$ cat config.mk
export PLATFORM = sky130hd
export DESIGN_NAME = pipe_stall_ctrl_flat
export DESIGN_NICKNAME = d
export VERILOG_FILES = /design/src/rtl/pipe_stall_ctrl_pkg.sv /design/src/rtl/pipe_stall_ctrl_if.sv /design/src/rtl/pipe_stall_ctrl_sat_counter.sv /design/src/rtl/pipe_stall_ctrl.sv /design/src/flat_wrapper.sv
export SDC_FILE = /design/constraint.sdc
export NUM_CORES = 1
export LEC_CHECK = 0
export ABC_AREA = 0
export BUFFER_PORTS_ARGS = -buffer_cell sky130_fd_sc_hd__buf_2
export CAP_MARGIN = 10
export CORE_AREA = 2 2 74 69
export CTS_BUF_LIST = sky130_fd_sc_hd__clkbuf_8
export CTS_CLUSTER_DIAMETER = 40
export DETAILED_ROUTE_END_ITERATION = 8
export DIE_AREA = 0 0 76 71
export PLACE_DENSITY_LB_ADDON = 0.12
export SKIP_LAST_GASP = 1
export SLEW_MARGIN = 30
export SYNTH_ARGS = -nofsm -noshare
export SYNTH_HDL_FRONTEND = slang
export SYNTH_SLANG_ARGS = --single-unit
$ cat constraint.sdc
create_clock -name clk -period 3.1 [get_ports clk]
set_clock_uncertainty 0.15 [all_clocks]
set_input_delay 0 -clock clk [delete_from_list [all_inputs] [get_ports clk]]
set_output_delay 0 -clock clk [all_outputs]
set_load 0.01 [all_outputs]
$ cat src/rtl/pipe_stall_ctrl_pkg.sv
// Shared types and constants for the pipeline stall sequencer: FSM state encoding,
// per-stage stall mask constants and the bit positions inside the 6-bit stall vector.
package pipe_stall_ctrl_pkg;

    typedef enum logic [1:0] {
        BOOT    = 2'd0,
        RUN     = 2'd1,
        IO_WAIT = 2'd2,
        IO_REL  = 2'd3
    } state_e;

    localparam int STALL_W = 6;

    localparam int STALL_BIT_PC      = 0;
    localparam int STALL_BIT_IF_ID   = 1;
    localparam int STALL_BIT_ID_EXE  = 2;
    localparam int STALL_BIT_EXE_MEM = 3;
    localparam int STALL_BIT_MEM_WB  = 4;
    localparam int STALL_BIT_WB      = 5;

    localparam logic [STALL_W-1:0] STALL_NONE = 6'b000000;
    localparam logic [STALL_W-1:0] STALL_IF   = 6'b000011;
    localparam logic [STALL_W-1:0] STALL_ID   = 6'b000111;
    localparam logic [STALL_W-1:0] STALL_MEM  = 6'b011111;
    localparam logic [STALL_W-1:0] STALL_ALL  = 6'b111111;

    // Request priority while the pipeline is running: IO read > load-use > fetch.
    function automatic logic [STALL_W-1:0] run_mask(input logic req_io,
                                                    input logic req_id,
                                                    input logic req_if);
        if (req_io)      return STALL_MEM;
        else if (req_id) return STALL_ID;
        else if (req_if) return STALL_IF;
        else             return STALL_NONE;
    endfunction

endpackage

$ cat src/rtl/pipe_stall_ctrl_if.sv
// Request/response bundle between the pipeline stages and the stall sequencer.
// master = pipeline / front-end side, slave = the sequencer.
interface pipe_stall_ctrl_if
    import pipe_stall_ctrl_pkg::*;
#(
    parameter int STAT_W = 32
) ();

    logic               boot_done;
    logic               stall_req_if;
    logic               stall_req_id;
    logic               stall_req_io;
    logic               enter;
    logic               branch_taken;

    logic [STALL_W-1:0] stall;
    logic               flush_if_id;
    logic               io_ack;
    logic [STAT_W-1:0]  stall_cycles;
    logic               busy_io;

    modport master (
        output boot_done, stall_req_if, stall_req_id, stall_req_io, enter, branch_taken,
        input  stall, flush_if_id, io_ack, stall_cycles, busy_io
    );

    modport slave (
        input  boot_done, stall_req_if, stall_req_id, stall_req_io, enter, branch_taken,
        output stall, flush_if_id, io_ack, stall_cycles, busy_io
    );

endinterface

$ cat src/rtl/pipe_stall_ctrl_sat_counter.sv
// Saturating up-counter with synchronous clear (clear wins over increment).
// Holds at all-ones once reached; value is the registered count.
module sat_counter #(
    parameter int WIDTH = 32
) (
    input  logic             clk,
    input  logic             rst,
    input  logic             inc,
    input  logic             clr,
    output logic [WIDTH-1:0] value
);

    logic [WIDTH-1:0] value_q;
    logic [WIDTH-1:0] value_d;

    always_comb begin
        value_d = value_q;
        if (clr) begin
            value_d = '0;
        end else if (inc && (value_q != {WIDTH{1'b1}})) begin
            value_d = value_q + {{(WIDTH-1){1'b0}}, 1'b1};
        end
    end

    always_ff @(posedge clk or posedge rst) begin
        if (rst) begin
            value_q <= '0;
        end else begin
            value_q <= value_d;
        end
    end

    assign value = value_q;

endmodule

$ cat src/rtl/pipe_stall_ctrl.sv
// Central pipeline sequencer: merges IF/ID/IO stall requests into a per-stage hold vector
// (zero-cycle, combinational) and holds the core in BOOT until the image is loaded. Optional IO watchdog: PIPE_STALL_IO_TIMEOUT_EN.
module pipe_stall_ctrl
    import pipe_stall_ctrl_pkg::*;
#(
    parameter logic [31:0] IO_TIMEOUT_CYCLES = 32'd100_000_000,
    parameter int          STAT_W            = 32
) (
    input  logic              clk,
    input  logic              rst,
    pipe_stall_ctrl_if.slave  bus
);

    state_e             state_q;
    state_e             state_d;
    logic [STALL_W-1:0] stall_vec;
    logic               io_ack_c;
    logic               busy_io_c;
    logic               io_release;
    logic               io_timeout;
    logic               stat_inc;
    logic [STAT_W-1:0]  stat_val;

    always_ff @(posedge clk or posedge rst) begin
        if (rst) begin
            state_q <= BOOT;
        end else begin
            state_q <= state_d;
        end
    end

    assign io_release = bus.enter | io_timeout;

    always_comb begin
        state_d = state_q;
        case (state_q)
            BOOT:    if (bus.boot_done)    state_d = RUN;
            RUN:     if (bus.stall_req_io) state_d = IO_WAIT;
            IO_WAIT: if (io_release)       state_d = IO_REL;
            IO_REL:                        state_d = RUN;
            default:                       state_d = BOOT;
        endcase
    end

    // IO_REL releases MEM for one cycle, so a still-high IO request is not honoured there.
    always_comb begin
        stall_vec = STALL_ALL;
        io_ack_c  = 1'b0;
        busy_io_c = 1'b0;
        case (state_q)
            BOOT: begin
                stall_vec = STALL_ALL;
            end
            RUN: begin
                stall_vec = run_mask(bus.stall_req_io, bus.stall_req_id, bus.stall_req_if);
            end
            IO_WAIT: begin
                stall_vec = STALL_MEM;
                busy_io_c = 1'b1;
            end
            IO_REL: begin
                stall_vec = run_mask(1'b0, bus.stall_req_id, bus.stall_req_if);
                io_ack_c  = 1'b1;
            end
            default: begin
                stall_vec = STALL_ALL;
            end
        endcase
    end

    assign stat_inc = stall_vec[STALL_BIT_PC] && ((state_q == RUN) || (state_q == IO_WAIT));

    sat_counter #(
        .WIDTH (STAT_W)
    ) u_stat_cnt (
        .clk   (clk),
        .rst   (rst),
        .inc   (stat_inc),
        .clr   (1'b0),
        .value (stat_val)
    );

`ifdef PIPE_STALL_IO_TIMEOUT_EN
    logic [31:0] io_wait_cnt;
    logic        io_wait_entry;

    assign io_wait_entry = (state_q != IO_WAIT) && (state_d == IO_WAIT);

    sat_counter #(
        .WIDTH (32)
    ) u_io_timeout (
        .clk   (clk),
        .rst   (rst),
        .inc   (state_q == IO_WAIT),
        .clr   (io_wait_entry),
        .value (io_wait_cnt)
    );

    assign io_timeout = (state_q == IO_WAIT) && (io_wait_cnt == (IO_TIMEOUT_CYCLES - 32'd1));
`else
    logic unused_timeout_cfg;

    assign unused_timeout_cfg = ^IO_TIMEOUT_CYCLES;
    assign io_timeout         = 1'b0;
`endif

    // A branch seen while IF/ID is held is flushed once the hold clears; ID keeps it asserted.
    assign bus.stall        = stall_vec;
    assign bus.flush_if_id  = bus.branch_taken & ~stall_vec[STALL_BIT_IF_ID];
    assign bus.io_ack       = io_ack_c;
    assign bus.busy_io      = busy_io_c;
    assign bus.stall_cycles = stat_val;

endmodule

$ cat src/flat_wrapper.sv
// flat-port wrapper written by rule: the top's interface ports become plain ports
module pipe_stall_ctrl_flat import pipe_stall_ctrl_pkg::*;
#(
    parameter logic [31:0] IO_TIMEOUT_CYCLES = 32'd100_000_000,
    parameter int          STAT_W            = 32
)
  (clk, rst, bus_boot_done, bus_stall_req_if, bus_stall_req_id, bus_stall_req_io, bus_enter, bus_branch_taken, bus_stall, bus_flush_if_id, bus_io_ack, bus_stall_cycles, bus_busy_io);
  pipe_stall_ctrl_if #(.STAT_W(STAT_W)) bus_i ();
  input  logic clk;
  input  logic rst;
  input wire logic [$bits(bus_i.boot_done)-1:0] bus_boot_done;
  input wire logic [$bits(bus_i.stall_req_if)-1:0] bus_stall_req_if;
  input wire logic [$bits(bus_i.stall_req_id)-1:0] bus_stall_req_id;
  input wire logic [$bits(bus_i.stall_req_io)-1:0] bus_stall_req_io;
  input wire logic [$bits(bus_i.enter)-1:0] bus_enter;
  input wire logic [$bits(bus_i.branch_taken)-1:0] bus_branch_taken;
  output wire logic [$bits(bus_i.stall)-1:0] bus_stall;
  output wire logic [$bits(bus_i.flush_if_id)-1:0] bus_flush_if_id;
  output wire logic [$bits(bus_i.io_ack)-1:0] bus_io_ack;
  output wire logic [$bits(bus_i.stall_cycles)-1:0] bus_stall_cycles;
  output wire logic [$bits(bus_i.busy_io)-1:0] bus_busy_io;
  assign bus_i.boot_done = bus_boot_done;
  assign bus_i.stall_req_if = bus_stall_req_if;
  assign bus_i.stall_req_id = bus_stall_req_id;
  assign bus_i.stall_req_io = bus_stall_req_io;
  assign bus_i.enter = bus_enter;
  assign bus_i.branch_taken = bus_branch_taken;
  assign bus_stall = bus_i.stall;
  assign bus_flush_if_id = bus_i.flush_if_id;
  assign bus_io_ack = bus_i.io_ack;
  assign bus_stall_cycles = bus_i.stall_cycles;
  assign bus_busy_io = bus_i.busy_io;
  pipe_stall_ctrl #(.IO_TIMEOUT_CYCLES(IO_TIMEOUT_CYCLES), .STAT_W(STAT_W)) u_core (.clk(clk), .rst(rst), .bus(bus_i));
endmodule
Word level (Yosys, flattened, before mapping)
Cells that the tools add are included.
{ "word_totals": {"ff_bits": 34, "input_bits": 8, "out_inout_bits": 41} }
{ "op_classes": {"add_sub_neg": 1, "eq_ne": 7, "mux": 10, "bitwise_logic": 2, "n_reduce_logical": 5} }
{ "ops": {"columns": ["op", "count"], "rows": [
  ["$add 32x1->32 const B", 1],
  ["$ne 32x32->1 const B", 1],
  ["$pmux 6 s4", 1],
  ["$mux 6", 2],
  ["$mux 2", 4],
  ["$pmux 2 s4", 1],
  ["$ne 2x2->1 const B", 3],
  ["$eq 2x2->1 const B", 2],
  ["$reduce_and 3->1", 1],
  ["$eq 2x1->1 const B", 1],
  ["$logic_and 1x1->1", 2],
  ["$logic_not 2->1", 1],
  ["$mux 1", 2],
  ["$and 1x1->1", 1],
  ["$logic_or 1x1->1", 1],
  ["$not 1->1", 1]
]} }

Logic depth before layout (Yosys ltp)
Gate-level depths: netlist of run 1.
{ "logic_depth": {"word_depth": 6, "depth_mapped": 8, "mapped_depth_nobuf": 7} }

By module
A second synthesis of run 1 with hierarchy kept.
{ "hier_totals": {"cells_unflattened": 217, "hier_area_um2": 1984.4} }
{ "modules_own_cells": {"columns": ["module", "instances", "cells_each", "area_per_inst_um2", "seq_area_each_um2"], "rows": [
  ["sat_counter", 1, 186, 1740.4, 800.8],
  ["pipe_stall_ctrl", 1, 31, 244.0, 50.0]
]} }

Worst setup path before layout of run 1
OpenSTA, ideal clock, no wires.
{ "synth_path": {"path_type": "reg2reg", "startpoint": "register u_core.state_q[0]", "endpoint": "register u_core.u_stat_cnt.value_q[14], in the netlist u_core.u_stat_cnt.value[14]", "arrival_ps": 2174, "required_time_ps": 2871, "path_slack_ps": 697, "stages_incl_launch_ff": 8, "n_path_buf": 0, "synth_period_minus_slack_ps": 2403, "path_cell_list": "dfrtp_1 inv_1 ha_1 o41ai_1 a2111oi_0 o31ai_2 nor3_1 xor2_1"} }
{ "synth_between": {"elab_chain_len": 4} }
{ "synth_rtl": {"columns": ["item", "line", "source"], "rows": [
  ["from (decl)", "pipe_stall_ctrl.sv:14", "state_e state_q;"],
  ["from (signal assigned)", "pipe_stall_ctrl.sv:28", "state_q <= state_d;"],
  ["$eq 2x2->1, or another cell as far along", "pipe_stall_ctrl.sv:50", "case (state_q)"],
  ["$pmux 6 s4 / $logic_or 1x1->1 (equally long branches)", "pipe_stall_ctrl.sv:50, pipe_stall_ctrl.sv:71", null],
  ["$logic_and 1x1->1 *", "pipe_stall_ctrl.sv:71", "assign stat_inc = stall_vec[STALL_BIT_PC] && ((state_q == RUN) || (state_q == IO_WAIT));"],
  ["$logic_and 1x1->1 *", "pipe_stall_ctrl_sat_counter.sv:20", "end else if (inc && (value_q != {WIDTH{1'b1}})) begin"],
  ["to (signal assigned)", "pipe_stall_ctrl_sat_counter.sv:29", "value_q <= value_d;"],
  ["to (decl)", "pipe_stall_ctrl_sat_counter.sv:13", "logic [WIDTH-1:0] value_q;"]
]} }
Every way passes the cells marked *; elsewhere a longest branch is shown, timed or not.
A chain may end at the register's enable or synchronous reset.

Final worst setup path of run 1
{ "layout_path": {"startpoint": "register u_core.u_stat_cnt.value_q[25], in the netlist u_core.u_stat_cnt.value[25]", "endpoint": "register u_core.u_stat_cnt.value_q[1], in the netlist u_core.u_stat_cnt.value[1]"} }
{ "layout_between": {"elab_chain_len": 2} }
{ "layout_rtl": {"columns": ["item", "line"], "rows": [
  ["$ne 32x32->1", "pipe_stall_ctrl_sat_counter.sv:20"],
  ["$logic_and 1x1->1", "pipe_stall_ctrl_sat_counter.sv:20"]
]} }
No other way between the ends.

==> qor.yml, run 1 <==
outcome: "finished clean"
cts_buffers: 5
slowest_delay_ns: 0.58
post_drt_wl_per_cell_um: 12.9
rows: 24
core_um2: 4650
grt_overflow: 0
via_count: 1455
syn_nets: 193
cp-startpoint: "u_core.u_stat_cnt.value[25]"
final_nets: 248
hold_viol: 0
rrSetupSlack_ns: 0.57
period_needed_ns: 2.53
dieArea_um2: 5400
startpoint_type: "flip-flop"
synth_seq_cells: 34
grt_use_total_pct: 15.2
layout.cells.non_filler: 299
mostFrequentLayoutCells: "48 x buf_2, 34 x dfrtp_1, 22 x xor2_1"
cts_root_buffer: "clkbuf_8"
cts_sinks: 34
dp.cells: 289
maxCapViolCount: 0
path_class: "flip-flop to flip-flop"
fillCellCount: 463
cp.required_ns: 3.12
drc: 0
post_cts_resize_count: 0
worst_slack_ns: 0.566
htreeDepth: 2
critPathSlowestCell: "o41ai_4"
max-vdd-ir-drop_mv: 0.377
hold_start: "bus_boot_done"
initial_utilization_pct: 38.9
cts_setup_buffers: 0
die_height_um: 71
path_buf_inv: 1
die_x_um: 76
route.final.wire_length_um: 3850
pwr_density_cell_nw_per_um2: 672
antenna_found_initial: 0
worst_slew_pin_slew_ns: 0.706
drt-pass1-iter-count: 4
rsz0062_at_grt: "no"
power_mw: 1.50
syn_avg_cell_area_um2: 10.2
place_congestion: 0.755
pin_count: 49
netlist_area_um2: 1810
worstSkewPairLatency_ns: 0.28
hold_class: "input port to flip-flop"
mostFrequentLayoutCell: "buf_2"
critPathArrivalTime_ns: 2.55
cts_max_path_buffers: 2
clk_pin_slew_ns: 0.07
yosysWarnings: 0
drive_gt1_share_pct: 27.8
synthTopCellsByArea: "dfrtp_1 47%, xor2_1 11%, ha_1 4.8%"
drt_iter0_markers: 65
grt_start_max_net_pins: 19
ys_types: 34
multi_input_area_um2: 882
numPortBuffers: 48
slew_violations: 0
min_period_over_period_pct: 81.8
cellLeakagePower_nw: 1.17
path_cells: "nand4_1, or3_4, o41ai_4, buf_4, mux2_1"
grt_pass1_wl_um: 6500
syn_to_final_growth_pct: 23.7
vias_per_cell: 4.87
cts_tree: "yes"
yosys.area.top_type: "dfrtp_1"
antennaDiodeCount: 0
max_slew_margin_pct: 52.9
drtAntennaViolNets: 0
tns_ns: 0
seq_area_frac_synth_pct: 47.0
max_freq_ghz: 0.395
crit_family: "simple AND/OR/NAND/NOR gates"
yosys.area.top_type_share_pct: 47.0
hold_ws_ns: 0.0174
endpoint_kind: "flip-flop"
worstPathMaxFanout: 11
hpwl_um: 2900
rr_startpoint: "u_core.u_stat_cnt.value[25]"
dp_slack_ns: 0.584
synthCells: 178
setup_violations: 0
regArea_um2: 851
grt_pass1_vias: 1357
-- worst reg2reg max path, stage by stage, from the launching register on --
cell and delay [ns]:
dfrtp_1 0.41, nand4_1 0.20, or3_4 0.45, o41ai_4 0.58, buf_4 0.29, mux2_1 0.33
-- metrics by stage --
step	instance area, um2	util [%]
after floorplan	1810	-
after global placement	2130	45.7
after detailed placement	2130	45.7
after CTS	2240	48.1
after global routing	2240	48.1
final	2240	48.1
-- cell families after synthesis --
group,synth area share [%]
compound gates,6.77
xor+xnor,15.0
fa+ha+maj,4.83
buf+inv,4.35
flops,47.0
mux,0.622
simple gates,21.5
-- sequential cells by signal, indices dropped and copies added (netlist names) --
signal	flops
u_core.state_q	2
u_core.u_stat_cnt.value	32
-- final cells by class --
type	count	share of cell area [%]
Multi-Input combinational cell	127	39.4
Sequential cell	34	38.0
Timing Repair Buffer	54	13.0
Clock buffer	6	3.69
Tap cell	65	3.63
Inverter	11	1.84
Clock inverter	2	0.558
-- cell usage after synthesis (all sizes together) --
cell and number:
or3b 1, or3 3, ha 7, dfrtp 34
a222oi 1, buf 3, nor2 12, a211o 1
o21ai 3, and3 3, nand2b 1, nand3 9
and4 2, clkbuf 3, a2111oi 1, mux2 1
xor2 22, nand2 17, a21oi 3, nor3 14
nand4 5, o2111ai 1, xnor2 9, and4bb 1
a211oi 1, nor4 5, o41ai 2, nor4b 1
o31ai 1, inv 11
-- metal layers --
metal	part of all wire, %	wire length [um]	vias to the layer above	track usage [%]
met1	49	1890	699	21.3
met3	4.1	158	4	3.70
met4	1.3	51	0	6.06
met5	0	0	-	0
li1	-	-	725	-
met2	45	1740	27	22.7
-- path summary, 6_finish.rpt --
kind                                                    end  cells past startpoint
max in group asynchronous       u_core.u_stat_cnt.value[24]                      4
worst min register to register  u_core.u_stat_cnt.value[14]                      1
min in group asynchronous        u_core.u_stat_cnt.value[1]                      3
worst max register to register   u_core.u_stat_cnt.value[1]                      5
worst max-delay path             u_core.u_stat_cnt.value[1]                      5
worst min-delay path                      u_core.state_q[0]                      5
-- power by group --
part	switching, mW	total, mW	leakage (nW)	internal (mW)
Clock	0.162	0.340	0.0472	0.178
Sequential	0.0752	0.574	0.444	0.499
Combinational	0.344	0.591	0.678	0.246
Total	0.581	1.50	1.17	0.924
-- repair_timing --
| item | CTS | global route |
|---|---|---|
| setup endpoints to repair | 0 | 0 |
| hold buffers | 2 | 0 |
| hold endpoints to repair | 18 | 0 |
Power figures use the tool's default switching activity.
==> run 2, diff against run 1 <==
Clock period 3.1 ns to 2.3 ns, I/O delays scaled along.
==> run 2 against run 1 <==
Against the previous run:
- clock-buffer cell count down 1
- first-iteration DRC count up 22%
- setup slack lost 0.52 ns
- non-clock buffer count is 46 higher
- combinational power rose by 110%
- sequential share of layout area is 6.6 points lower
- power is 66% higher
- die area unchanged
- register-to-register slack worse by 0.52 ns
- final cell count is 15% higher
- critical path type unchanged
- largest cell class unchanged
- largest power group unchanged
==> qor.yml, run 2 (synthesized netlist as in run 1, its figures left out) <==
max-vdd-ir-drop_mv: 0.700  # +86%
grt_start_max_net_pins: 35  # +16
largest_reg_flops: 32  # unchanged
power.net_switching_mw: 0.928  # +60%
slowest_delay_ns: 0.43  # -0.15 ns
worstPathMaxFanout: 4  # -7
syn_to_final_growth_pct: 49.9
dp.cells: 331  # +15%
htreeDepth: 2  # unchanged
rows: 24  # unchanged
grt_use_total_pct: 17.4  # +2.3 points
drtAntennaViolNets: 0  # unchanged
worst_slew_pin_slew_ns: 0.629  # -0.0776 ns
pin_count: 49  # unchanged
vias_per_cell: 4.75  # -2.4%
slew_violations: 0  # unchanged
via_count: 1638  # +13%
outcome: "finished clean"
drive_gt1_share_pct: 44.6  # +17 points
setup_violations: 0  # unchanged
place_congestion: 0.778  # +3.0%
layout.cells.non_filler: 345  # +15%
cts_root_buffer: "clkbuf_8"
maxCapViolCount: 0  # unchanged
startpoint_type: "flip-flop"
route.final.wire_length_um: 4350  # +13%
period_needed_ns: 2.25  # -0.281 ns
initial_utilization_pct: 38.9  # unchanged
fillCellCount: 438  # -5.4%
path_cells: "clkinv_4, ha_4, o41ai_4, a2111oi_2, buf_4, and4bb_2, nand4_1, xnor2_1"
tns_ns: 0  # unchanged
antennaDiodeCount: 0  # unchanged
drt_iter0_markers: 79  # +22%
critPathArrivalTime_ns: 2.27  # -0.28 ns
antenna_found_initial: 0  # unchanged
post_drt_wl_per_cell_um: 12.6  # -2.0%
endpoint_kind: "flip-flop"
critPathSlowestCell: "dfrtp_2"
die_height_um: 71  # unchanged
drt-pass1-iter-count: 4  # unchanged
clk_pin_slew_ns: 0.07  # about the same
rsz0062_at_grt: "yes"
hold_class: "input port to flip-flop"
cts_max_path_buffers: 2  # unchanged
grt_pass1_vias: 1644  # +21%
drc: 0  # unchanged
cts_sinks: 34  # unchanged
mostFrequentLayoutCells: "48 x buf_2, 48 x buf_4, 33 x dfrtp_1"
pwr_density_cell_nw_per_um2: 919  # +37%
netSwitchingFraction_pct: 37.2  # -1.4 points
core_um2: 4650  # unchanged
dieArea_um2: 5400  # unchanged
cts_tree: "yes"
max_freq_ghz: 0.444  # +12%
power_mw: 2.50  # +66%
cts_buffers: 5  # unchanged
rr_startpoint: "u_core.state_q[0]"
final_nets: 294  # +19%
cellLeakagePower_nw: 1.42  # +21%
cp.required_ns: 2.32  # -0.80 ns
p_int_mw: 1.57  # +70%
die_x_um: 76  # unchanged
cp-startpoint: "u_core.state_q[0]"
combPwrFrac_pct: 49.0  # +9.7 points
worstSkewPairLatency_ns: 0.29  # about the same
grt_overflow: 0  # unchanged
hpwl_um: 3180  # +9.6%
grt_pass1_wl_um: 7500  # +15%
rrSetupSlack_ns: 0.05  # -0.52 ns
power.share.sequential_pct: 29.2  # -8.9 points
numPortBuffers: 48  # unchanged
path_class: "flip-flop to flip-flop"
p_clk_share_pct: 21.9  # -0.7 points
hold_start: "bus_boot_done"
max_slew_margin_pct: 57.8  # +5.0 points
hold_viol: 0  # unchanged
min_period_over_period_pct: 98.0  # +16 points
[run 2: cell type report]
cell class                 count  area, um2  area share (%)
clock inverter                 3       40.0            1.47
tap                           65       81.3            3.00
clock buffer                   5       68.8            2.53
sequential                    34        852            31.4
timing repair buffer         100        643            23.7
inverter                      11       48.8            1.80
multi-input combinational    127        981            36.1
[run 2: metrics by stage]
stage	hold slack [ns]	cell area, um2	utilization, %	worst slack [ns]
floorplan	-0.0629	1820	-	0.00874
CTS	0.0110	2600	55.9	-0.0553
detailed placement	-0.0187	2450	52.6	-0.163
global placement	-0.0292	2440	52.4	-0.264
global route	0.0708	2720	58.3	-0.0204
finish	0.0123	2720	58.3	0.0467
[run 2: routing by layer]
layer	GRT usage (%)	part of all wire, %
met1	24.1	49
met2	27.7	46
met3	3.70	3.7
met4	5.86	1.5
met5	0	0
[run 2: worst max-delay path: cells and delay by family, from the launching register on]
kind,cells,cell delay [ns]
AOI/OAI and AO/OA,2,0.40
and+or+nand+nor,2,0.40
buffers and inverters,2,0.30
xor gates and xnor gates,1,0.15
DFF,1,0.43
adders and majority gates,1,0.30
[run 2: worst paths after layout]
check,end,cells after the start
setup / recovery,u_core.u_stat_cnt.value[26],8
hold / removal,u_core.state_q[0],5
setup reg to reg,u_core.u_stat_cnt.value[26],8
hold reg to reg,u_core.u_stat_cnt.value[14],1
max in group asynchronous,u_core.state_q[0],4
min in group asynchronous,u_core.u_stat_cnt.value[5],4
[run 2: repair_timing]
item	CTS	global route
gates resized for setup	4	18
buffers inserted	1	3
endpoints found under the hold margin	35	0
pin swaps	2	6
endpoints found under the setup margin	19	28
hold buffers	2	0
cloned	0	0
[run 2: power groups by stage]
stage | clock [mW] | combinational, mW | sequential, mW
3_5_place_dp | 0 | 0.989 | 0.725
4_1_cts | 0.554 | 1.06 | 0.715
5_1_grt | 0.587 | 1.35 | 0.737
3_3_place_gp | 0 | 0.960 | 0.725
6_report | 0.546 | 1.22 | 0.728
2_1_floorplan | 0 | 0.583 | 0.788
==> run 3, diff against run 2 <==
Settings changed: ABC_AREA 0 to 1, CORE_AREA 2 2 74 69 to 2 2 86 80, DIE_AREA 0 0 76 71 to 0 0 88 82.
==> run 3 against run 2 <==
Against the previous run:
- utilization down 13 points
- critical path type unchanged
- sequential share of layout area down 1.7 points
- area after synthesis up 35%
- synthesized cell count up 110%
- final area up 5.6%
- clock power up 1%
- clock-buffer cell count unchanged
- global-route usage up 0.85 points
- sequential cell count unchanged
- worst hold slack better by 0.0099 ns
- power down 4.8%
==> qor.yml, run 3 <==
hpwl_um: 4360  # +37%
yosysMostFrequentCell: "nand2_1"
endpoint_kind: "flip-flop"
netlist_area_um2: 2440  # +35%
worstSkewPairLatency_ns: 0.29  # about the same
cts_max_path_buffers: 2  # unchanged
max_freq_ghz: 0.500  # +13%
drt_iter0_markers: 147  # +86%
initial_utilization_pct: 38.4  # -0.49 points
cts_buffers: 5  # unchanged
synth_ff_type: "dfrtp_1"
cts_setup_buffers: 0  # -1
path_class: "flip-flop to flip-flop"
grt_pass1_wl_um: 10200  # +37%
pwr_density_cell_nw_per_um2: 829  # -9.8%
yosys.area.top_type_share_pct: 34.9  # -12 points
yosys.area.top_type: "dfrtp_1"
path_buf_inv: 3  # +1
dp.cells: 507  # +53%
cts_root_buffer: "clkbuf_8"
post_cts_resize_count: 0  # -4
syn_avg_cell_area_um2: 6.52  # -36%
syn_nets: 389  # +100%
layout.cells.non_filler: 517  # +50%
grt_overflow: 0  # unchanged
final_core_util_pct: 45.2  # -13 points
min_period_over_period_pct: 87.0  # -11 points
startpoint_type: "flip-flop"
synthTopCellsByArea: "dfrtp_1 35%, nand2_1 30%, nor2_1 6.8%"
antenna_found_initial: 0  # unchanged
setup_violations: 0  # unchanged
die_height_um: 82  # +15%
tns_ns: 0  # unchanged
post_drt_wl_per_cell_um: 11.3  # -10%
die_x_um: 88  # +16%
mostFrequentLayoutCells: "197 x nand2_1, 48 x buf_2, 44 x nor2_1"
worstPathMaxFanout: 31  # +27
slew_violations: 0  # unchanged
synthTopCellsByCount: "197 x nand2_1, 44 x nor2_1, 34 x dfrtp_1, 28 x inv_1"
rows: 28  # +17%
dieArea_um2: 7220  # +34%
drive_gt1_share_pct: 17.6  # -27 points
rsz0062_at_grt: "no"
yosysWarnings: 0  # unchanged
drc: 0  # unchanged
synth-compound-area-share_pct: 2.16  # -4.6 points
period_needed_ns: 2.00  # -0.252 ns
mostFrequentLayoutCell: "nand2_1"
critPathArrivalTime_ns: 2.08  # -0.19 ns
crit_top_cell: "nand2_1"
cp.required_ns: 2.38  # +0.06 ns
drt-pass1-iter-count: 4  # unchanged
path_cells: "inv_1, ha_1, nand2_1, nand2_1, inv_1, nand2_2, nand2_1, a21oi_2, buf_4, nand2_1, nand2_1"
synth_mux_area_share_pct: 0  # -0.62 points
numPortBuffers: 48  # unchanged
synth-simple-area-share_pct: 46.9  # +25 points
synthCells: 374  # +110%
critPathSlowestCell: "dfrtp_1"
hold_class: "input port to flip-flop"
max-vdd-ir-drop_mv: 0.945  # +35%
largest_reg_flops: 32  # unchanged
vias_per_cell: 4.45  # -6.3%
cts_sinks: 34  # unchanged
hold_ws_ns: 0.0222  # +0.00990 ns
htreeDepth: 2  # unchanged
cts_tree: "yes"
grt_use_total_pct: 18.3  # +0.85 points
synth_seq_cells: 34  # unchanged
grt_start_max_net_pins: 35  # unchanged
synth_xor_xnor_area_share_pct: 5.03  # -10 points
crit_family: "buffers and inverters"
core_um2: 6340  # +36%
seq_area_frac_synth_pct: 34.9  # -12 points
worst_slew_pin_slew_ns: 0.497  # -0.131 ns
grt_pass1_vias: 2168  # +32%
ys_types: 24  # -29%
hold_viol: 0  # unchanged
outcome: "finished clean"
syn_to_final_growth_pct: 17.6
place_congestion: 0.828  # +6.4%
final_nets: 441  # +50%
cellLeakagePower_nw: 1.53  # +7.6%
via_count: 2301  # +40%
max_slew_margin_pct: 66.7  # +8.9 points
antennaDiodeCount: 0  # unchanged
pin_count: 49  # unchanged
synthArstFlopShare_pct: 100  # unchanged
drtAntennaViolNets: 0  # unchanged
route.final.wire_length_um: 5860  # +35%
maxCapViolCount: 0  # unchanged
synth_top_family_by_area: "simple AND/OR/NAND/NOR gates"
slowest_delay_ns: 0.42  # about the same
clk_pin_slew_ns: 0.08  # about the same
synthAdderAreaFrac_pct: 3.59  # -1.2 points
synth_edf_count: 0  # unchanged
[run 3: cell types whose count changed in the layout (fill, tap and decap cells not counted), moves of 5 or more]
cell,change
nand3b_1,+7
nand2_1,+180
nor3_1,-12
nor2_1,+32
inv_1,+19
buf_4,-45
xor2_1,-13
nand4_1,-5
[run 3: area by class of cell]
type	instances	area (um2)
clock buffer	5	68.8
multi-input combinational	304	1410
fill	692	3470
sequential	34	851
clock inverter	3	40.0
timing repair buffer	53	283
inverter	28	105
tap	90	113
[run 3: power breakdown]
| group | internal (mW) | leakage, nW | switching [mW] |
|---|---|---|---|
| Combinational | 0.329 | 1.00 | 0.757 |
| Sequential | 0.660 | 0.464 | 0.0761 |
| Clock | 0.319 | 0.0579 | 0.235 |
[run 3: worst min-delay path, cell delays in order]
cell and delay, ns:
buf_2 0.08, o221ai_1 0.17, nor2_1 0.12, a21oi_1 0.04
[run 3: cells by family (layout without fill, tap and decap cells)]
kind of cell	Yosys count	in the layout
and+or+nand+nor	274	274
buffers and inverters	36	89
DFF	34	34
xor gates and xnor gates	14	14
AOI/OAI and AO/OA	9	9
adders and majority gates	7	7
[run 3: metrics by stage]
step	total power, mW	instance area, um2	worst slack, ns
2_1_floorplan	1.72	2440	0.477
3_3_place_gp	1.85	2740	0.363
3_5_place_dp	1.86	2740	0.309
4_1_cts	2.43	2870	0.275
5_1_grt	2.58	2870	0.0637
6_report	2.38	2870	0.298
[run 3: worst paths after layout]
kind / start / to / slack (ns) / depth (start not counted)
max in group asynchronous: rst / u_core.u_stat_cnt.value[13] / 1.46 / 4
min in group asynchronous: rst / u_core.u_stat_cnt.value[6] / 0.19 / 4
setup reg to reg: u_core.state_q[1] / u_core.u_stat_cnt.value[5] / 0.30 / 11
hold / removal: bus_enter / u_core.state_q[1] / 0.02 / 4
setup / recovery: u_core.state_q[1] / u_core.u_stat_cnt.value[5] / 0.30 / 11
hold reg to reg: u_core.u_stat_cnt.value[3] / u_core.u_stat_cnt.value[3] / 0.37 / 2
[run 3: repair_timing]
action / in CTS / in global routing
hold buffers: 2 / 0
endpoints found under the setup margin: 0 / 0
hold endpoints to repair: 35 / 0
[run 3: per-layer routing]
metal | vias to the layer above | track usage [%] | share of wire [%]
met4 | 0 | 4.31 | 0.75
met2 | 34 | 29.9 | 45
met5 | - | 0 | 0
met3 | 4 | 3.72 | 3.7
met1 | 1035 | 24.9 | 50
li1 | 1228 | - | -
